`config.mk`:
```
export PLATFORM = sky130hd
export DESIGN_NAME = output_memory_writer
export DESIGN_NICKNAME = d
export VERILOG_FILES = /design/src/rtl/output_memory_writer.sv
export SDC_FILE = /design/constraint.sdc
export NUM_CORES = 1
export LEC_CHECK = 0
export ABC_AREA = 1
export BUFFER_PORTS_ARGS = -buffer_cell sky130_fd_sc_hd__buf_2
export CAP_MARGIN = 20
export CORE_MARGIN = 4
export CORE_UTILIZATION = 60
export CTS_BUF_LIST = sky130_fd_sc_hd__clkbuf_2
export DETAILED_ROUTE_END_ITERATION = 12
export PLACE_DENSITY = 0.85
export REMOVE_ABC_BUFFERS = 1
export SYNTH_ARGS = -nofsm -noshare
export SYNTH_HDL_FRONTEND = slang
export SYNTH_SLANG_ARGS = --single-unit
```
`constraint.sdc`:
```
create_clock -name clk -period 32.5 [get_ports clk]
set_clock_uncertainty 0.1 [all_clocks]
set_input_delay 3.25 -clock clk [delete_from_list [all_inputs] [get_ports clk]]
set_output_delay 3.25 -clock clk [all_outputs]
set_load 0.01 [all_outputs]
```
`src/rtl/output_memory_writer.sv`:
```
// -----------------------------------------------------------------------------
// output_memory_writer
//
// Takes one NxN tile of signed accumulator results from the processor array,
// saturates every element down to DATA_WIDTH and streams the tile into C
// memory as row-major beats of P consecutive elements.
//
// A tile transaction is: accept a base address + row stride (IDLE), accept the
// result tile (WAIT_RESULT), then emit N*N/P write beats (WRITE). Beat (r,b)
// goes to base + r*stride + b*P (modulo 2^MEMORY_ADDRESS_BITS).
//
// Ports
//   clk                  : clock, all state changes on its rising edge
//   reset                : asynchronous active-high reset
//   address_valid/ready  : handshake for the C tile base address
//   address_input        : element address of tile element [0][0]
//   stride_input         : element distance between consecutive tile rows
//   result_valid/ready   : handshake for the finished result tile
//   result_data          : flat tile, element [r][c] at bits
//                          (r*N+c)*ACCUM_DATA_WIDTH +: ACCUM_DATA_WIDTH (signed)
//   memory_write_valid   : a write beat is presented to C memory
//   memory_write_ready   : C memory accepts the beat
//   memory_write_address : address of beat element 0
//   memory_write_data    : element j at bits j*DATA_WIDTH +: DATA_WIDTH,
//                          destined for address memory_write_address + j
//   busy                 : high whenever the FSM is not IDLE
//   tile_done            : one-cycle pulse after the last beat is accepted
//
// N must be a multiple of PARALLEL_DATA_STREAMING_SIZE and ACCUM_DATA_WIDTH
// must be at least DATA_WIDTH.
// -----------------------------------------------------------------------------
module output_memory_writer #(
    parameter int DATA_WIDTH                   = 8,
    parameter int N                            = 4,
    parameter int ACCUM_DATA_WIDTH             = 16,
    parameter int MEMORY_ADDRESS_BITS          = 64,
    parameter int PARALLEL_DATA_STREAMING_SIZE = 4
) (
    input  logic                                         clk,
    input  logic                                         reset,
    input  logic                                         address_valid,
    output logic                                         address_ready,
    input  logic [MEMORY_ADDRESS_BITS-1:0]               address_input,
    input  logic [MEMORY_ADDRESS_BITS-1:0]               stride_input,
    input  logic                                         result_valid,
    output logic                                         result_ready,
    input  logic [N*N*ACCUM_DATA_WIDTH-1:0]              result_data,
    output logic                                         memory_write_valid,
    input  logic                                         memory_write_ready,
    output logic [MEMORY_ADDRESS_BITS-1:0]               memory_write_address,
    output logic [PARALLEL_DATA_STREAMING_SIZE*DATA_WIDTH-1:0] memory_write_data,
    output logic                                         busy,
    output logic                                         tile_done
);

    localparam int P       = PARALLEL_DATA_STREAMING_SIZE;
    localparam int CHUNKS  = N / P;
    localparam int ROW_W   = (N > 1) ? $clog2(N) : 1;
    localparam int CHUNK_W = (CHUNKS > 1) ? $clog2(CHUNKS) : 1;
    localparam int TILE_W  = N * N * ACCUM_DATA_WIDTH;
    localparam int BEAT_W  = P * DATA_WIDTH;

    localparam logic [ROW_W-1:0]   LAST_ROW   = ROW_W'(N - 1);
    localparam logic [CHUNK_W-1:0] LAST_CHUNK = CHUNK_W'(CHUNKS - 1);
    localparam logic [MEMORY_ADDRESS_BITS-1:0] CHUNK_STEP = MEMORY_ADDRESS_BITS'(P);

    // Saturation bounds expressed at accumulator width so the compare is
    // a plain signed compare with no extension games.
    localparam logic signed [ACCUM_DATA_WIDTH-1:0] SAT_MAX =
        {{(ACCUM_DATA_WIDTH-DATA_WIDTH+1){1'b0}}, {(DATA_WIDTH-1){1'b1}}};
    localparam logic signed [ACCUM_DATA_WIDTH-1:0] SAT_MIN =
        {{(ACCUM_DATA_WIDTH-DATA_WIDTH+1){1'b1}}, {(DATA_WIDTH-1){1'b0}}};

    typedef enum logic [1:0] {
        IDLE        = 2'd0,
        WAIT_RESULT = 2'd1,
        WRITE       = 2'd2
    } state_t;

    // Clamp one accumulator value into the signed DATA_WIDTH range.
    function automatic logic [DATA_WIDTH-1:0] saturate(
        input logic signed [ACCUM_DATA_WIDTH-1:0] value
    );
        logic [DATA_WIDTH-1:0] result;
        if (value > SAT_MAX) begin
            result = SAT_MAX[DATA_WIDTH-1:0];
        end else if (value < SAT_MIN) begin
            result = SAT_MIN[DATA_WIDTH-1:0];
        end else begin
            result = value[DATA_WIDTH-1:0];
        end
        return result;
    endfunction

    // Build the saturated beat for row 'row', chunk 'chunk' of a tile.
    function automatic logic [BEAT_W-1:0] beat_data(
        input logic [TILE_W-1:0] tile,
        input int                row,
        input int                chunk
    );
        logic [BEAT_W-1:0] beat;
        beat = '0;
        for (int j = 0; j < P; j++) begin
            beat[j*DATA_WIDTH +: DATA_WIDTH] =
                saturate(tile[((row * N) + (chunk * P) + j) * ACCUM_DATA_WIDTH +: ACCUM_DATA_WIDTH]);
        end
        return beat;
    endfunction

    state_t                          state_r, state_s;
    logic [MEMORY_ADDRESS_BITS-1:0]  base_r, base_s;
    logic [MEMORY_ADDRESS_BITS-1:0]  stride_r, stride_s;
    logic [TILE_W-1:0]               tile_r, tile_s;
    logic [ROW_W-1:0]                row_r, row_s;
    logic [CHUNK_W-1:0]              chunk_r, chunk_s;
    // Address of chunk 0 of the current row; stepping it by stride avoids
    // a multiplier for r*stride.
    logic [MEMORY_ADDRESS_BITS-1:0]  row_base_r, row_base_s;
    logic [MEMORY_ADDRESS_BITS-1:0]  addr_r, addr_s;
    logic [BEAT_W-1:0]               data_r, data_s;
    logic                            done_r, done_s;

    // Handshake outputs are pure decodes of the state register.
    assign address_ready        = (state_r == IDLE);
    assign result_ready         = (state_r == WAIT_RESULT);
    assign memory_write_valid   = (state_r == WRITE);
    assign busy                 = (state_r != IDLE);
    assign memory_write_address = addr_r;
    assign memory_write_data    = data_r;
    assign tile_done            = done_r;

    // Next-state and next-register computation for the whole writer.
    always_comb begin
        state_s    = state_r;
        base_s     = base_r;
        stride_s   = stride_r;
        tile_s     = tile_r;
        row_s      = row_r;
        chunk_s    = chunk_r;
        row_base_s = row_base_r;
        addr_s     = addr_r;
        data_s     = data_r;
        done_s     = 1'b0;

        case (state_r)
            IDLE: begin
                if (address_valid) begin
                    base_s   = address_input;
                    stride_s = stride_input;
                    state_s  = WAIT_RESULT;
                end else begin
                    state_s  = IDLE;
                end
            end

            WAIT_RESULT: begin
                if (result_valid) begin
                    // Beat (0,0) is prepared straight from the input bus so it
                    // is valid the cycle after capture.
                    tile_s     = result_data;
                    row_s      = '0;
                    chunk_s    = '0;
                    row_base_s = base_r;
                    addr_s     = base_r;
                    data_s     = beat_data(result_data, 0, 0);
                    state_s    = WRITE;
                end else begin
                    state_s    = WAIT_RESULT;
                end
            end

            WRITE: begin
                if (memory_write_ready) begin
                    if ((row_r == LAST_ROW) && (chunk_r == LAST_CHUNK)) begin
                        row_s   = '0;
                        chunk_s = '0;
                        done_s  = 1'b1;
                        state_s = IDLE;
                    end else if (chunk_r == LAST_CHUNK) begin
                        row_s      = row_r + ROW_W'(1);
                        chunk_s    = '0;
                        row_base_s = row_base_r + stride_r;
                        addr_s     = row_base_r + stride_r;
                        data_s     = beat_data(tile_r, int'(row_r) + 1, 0);
                        state_s    = WRITE;
                    end else begin
                        chunk_s = chunk_r + CHUNK_W'(1);
                        addr_s  = addr_r + CHUNK_STEP;
                        data_s  = beat_data(tile_r, int'(row_r), int'(chunk_r) + 1);
                        state_s = WRITE;
                    end
                end else begin
                    // Stalled: address and data registers simply hold.
                    state_s = WRITE;
                end
            end

            default: begin
                state_s = IDLE;
            end
        endcase
    end

    // State and datapath registers; reset aborts any tile in flight.
    always_ff @(posedge clk or posedge reset) begin
        if (reset) begin
            state_r    <= IDLE;
            base_r     <= '0;
            stride_r   <= '0;
            tile_r     <= '0;
            row_r      <= '0;
            chunk_r    <= '0;
            row_base_r <= '0;
            addr_r     <= '0;
            data_r     <= '0;
            done_r     <= 1'b0;
        end else begin
            state_r    <= state_s;
            base_r     <= base_s;
            stride_r   <= stride_s;
            tile_r     <= tile_s;
            row_r      <= row_s;
            chunk_r    <= chunk_s;
            row_base_r <= row_base_s;
            addr_r     <= addr_s;
            data_r     <= data_s;
            done_r     <= done_s;
        end
    end

endmodule

```
==> flow_metrics.py <==
metrics = {
    "outcome": {
        "status": "completed",
    },
    "setup_path": {
        "start_kind": "flop",
        "worst_ep_arrival_time_ns": 2.52,
        "path_max_fanout": 113,
        "rrSetupSlack_ns": 28.30,
        "worstSetupPathType": "reg2out",
        "endpoint_kind": "output pin",
        "crit_required_ns": 29.15,
    },
    "timing": {
        "totalNegativeSetupSlack_ns": 0,
        "setup_viol": 0,
        "period_minus_slack_ns": 5.867,
        "fin_crit_sh_pct": 18.05,
        "relSlewSlack_pct": 22.39,
        "worst_pin_slew_ns": 1.164,
        "holdWs_ns": 0.3862,
        "final-max-slew-violation-count": 0,
        "hold_viol_final": 0,
        "fmax_mhz": 170.5,
        "rsz0062_at_grt": "false",
    },
    "final_layout": {
        "seqCellArea_mm2": 0.01209,
        "multi_input_area_mm2": 0.01184,
        "drive_gt1_share_pct": 21.25,
        "final_nets": 4483,
        "area_delta_synth_final_pct": 14.83,
        "nFillCells": 3673,
    },
    "route": {
        "via_per_inst": 5.296,
        "ant_nets": 0,
        "vias": 24980,
        "finalWirelength_mm": 82.22,
        "drc": 0,
        "initialDrtViolationCount": 2165,
        "wl_per_cell_um": 17.43,
        "drt_pass1_iterations": 6,
    },
    "power": {
        "p_per_area_mw_per_mm2": 107.9,
        "power.clock.fraction_pct": 12.5,
        "leakagePower_uw": 0.01755,
        "p_switching_uw": 1598,
        "p_sw_share_pct": 48.58,
        "power_frac_seq_pct": 32.1,
        "internal_power_uw": 1692,
        "peakVddDrop_mv": 0.05108,
        "power_frac_comb_pct": 55.4,
    },
    "yosys": {
        "synth_area_mm2": 0.02655,
        "synth.yosys.seq_area_share_pct": 45.52,
        "async_flop_share_pct": 100.0,
        "synthMuxAreaShare_pct": 6.997,
        "yosys.area_share.xor_xnor_pct": 0.9565,
        "synth_compound_area_share_pct": 8.712,
        "synth.distinct_cells": 45,
        "synth-seq-cells": 483,
        "avgSynthCellArea_um2": 7.529,
        "synth_ff_type": "dfrtp_1",
        "yosys_warnings": 0,
        "yosys.area_share.simple_pct": 24.73,
        "synthAdderAreaFrac_pct": 3.091,
        "syn_inst": 3527,
        "synth_top_family_by_area": "simple AND/OR/NAND/NOR gates",
        "synth-edff-count": 0,
    },
    "die": {
        "die_y_um": 218.4,
        "ios": 490,
        "dieWidth_um": 218.4,
        "coreArea_mm2": 0.04346,
        "floorplan.initialDensity_pct": 61.11,
        "dieArea_mm2": 0.04769,
        "std_cell_rows": 76,
    },
    "global_routing": {
        "grt_antenna_before_repair": 18,
        "grt_pass1_wl_mm": 127.2,
        "grt_max_degree": 251,
        "grt_overflow": 0,
        "track_usage_pct": 33.87,
        "grt_pass1_vias": 24400,
    },
    "clock_network": {
        "cts_hold_buf": 0,
        "clock_latency_ns": 1.27,
        "clockRootBuffer": "clkbuf_2",
        "clockBufferDepth": 3,
        "cts_tree": "built",
        "cts.sinks": 483,
        "h-tree-depth": 3,
        "cts.repair.resized": 0,
        "clk_pin_slew_worst_paths_ns": 0.09,
        "post-cts-setup-buffer-count": 0,
        "cts_made_buffers": 119,
    },
    "place": {
        "dp_hpwl_mm": 60.53,
        "io_buffers": 489,
        "place_congestion": 0.9832,
    },
    "worst_hold_path": {
        "hp-class": "reg2reg",
    },
    "flow_run": {
        "maxCapViolCount": 0,
    },
}
metal layers:
layer  vias up  share of wire [%]  track usage [%]
met4         6                5.0            16.47
met3       238                8.1            7.786
met5         -              0.041                0
met2      1078                 47            55.42
met1     11640                 39            42.72
li1      12020                  -                -
cell type report:
| cell class | count | share of cell area (%) |
|---|---|---|
| flip-flops and latches | 483 | 39.64 |
| multi-input cells | 2364 | 38.84 |
| repair buffers | 505 | 8.634 |
| inverters | 556 | 6.877 |
| clock buffers | 166 | 2.725 |
| well taps | 585 | 2.400 |
| clock inverters | 39 | 0.7345 |
| diodes | 18 | 0.1477 |
power groups by stage:
stage	sequential (uW)	clock, uW	combinational [uW]
after CTS	1050	418	1800
after global placement	1050	0	1750
final	1060	412	1820
after detailed placement	1060	0	1790
after global routing	1080	452	2050
after floorplan	1050	0	1310
kinds of logic (layout without fill, tap and decap cells):
| kind of cell | count (synthesis) | after routing |
|---|---|---|
| and+or+nand+nor | 1679 | 1679 |
| buffers and inverters | 680 | 1266 |
| DFF | 483 | 483 |
| AOI/OAI and AO/OA | 426 | 426 |
| muxes | 165 | 165 |
| adders and majority gates | 65 | 65 |
| xor gates and xnor gates | 29 | 29 |
| other | 0 | 18 |
worst paths after layout:
check                                                     start                                    to  depth (start not counted)
hold / removal             memory_write_address[23]$_DFFE_PP0P_  memory_write_address[23]$_DFFE_PP0P_                          2
hold reg to reg            memory_write_address[23]$_DFFE_PP0P_  memory_write_address[23]$_DFFE_PP0P_                          2
max in group asynchronous                                 reset               tile_r[107]$_DFFE_PP0P_                          4
min in group asynchronous                                 reset             row_base_r[1]$_DFFE_PP0P_                          2
setup reg to reg                           row_r[0]$_DFFE_PP0P_  memory_write_address[30]$_DFFE_PP0P_                         11
setup / recovery                           state_r[1]$_DFF_PP0_                    memory_write_valid                          4
critical path, stage by stage (launching register included):
cell,delay [ns]
dfrtp_1,0.41
inv_1,0.09
nor2_4,0.10
buf_12,0.46
buf_2,0.24
sequential cells by signal, indices dropped and copies added (netlist names):
name	cells
tile_done	1
memory_write_address	62
base_r	64
stride_r	64
tile_r	192
state_r	2
row_base_r	64
row_r	2
memory_write_data	32
cell usage after synthesis, types with 3 or more instances:
master,count,area [um^2]
a31oi_1,3,18.77
o21a_1,5,37.54
nand2_1,1093,4103
a21oi_1,286,1431
ha_1,64,800.8
a32o_1,4,40.04
nand3_1,105,525.5
buf_6,6,67.56
o21ai_0,57,285.3
a22oi_1,21,157.7
xor2_1,25,219.0
mux2_2,165,1858
inv_2,6,22.52
o21bai_1,6,45.04
xnor2_1,4,35.03
dfrtp_1,483,12090
buf_2,32,160.2
clkbuf_1,77,289.0
nor4_1,11,68.82
o211ai_1,6,45.04
o21ai_1,20,100.1
o21ai_2,4,35.03
nor3_1,11,55.05
buf_4,4,30.03
nor2_1,431,1618
inv_1,548,2057
nand4_1,18,112.6
buf_1,5,18.77
o22ai_1,6,37.54
cell usage in the layout (no fill, tap or decap), drive strengths merged, types with 20 or more instances in the layout:
cell / Yosys / final
o21ai: 81 / 81
buf: 47 / 505
nand4: 20 / 20
xor2: 25 / 25
mux2: 165 / 165
nand2: 1094 / 1094
a21oi: 289 / 289
nor2: 431 / 431
dfrtp: 483 / 483
clkbuf: 77 / 166
clkinv: 1 / 34
nand3: 105 / 105
inv: 555 / 559
ha: 64 / 64
a22oi: 21 / 21
stage by stage:
stage	cell area [um^2]	utilization [%]	setup WS, ns	cells	total power (uW)
3_3_place_gp	29340	67.51	26.08	4491	2800
6_report	30490	70.17	26.63	4716	3290
5_1_grt	30470	70.11	26.48	4707	3581
3_5_place_dp	29340	67.51	25.91	4491	2850
4_1_cts	30390	69.94	26.57	4696	3270
2_1_floorplan	25990	-	15.67	3403	2358
Note: power is estimated with default switching activity, not from simulation.
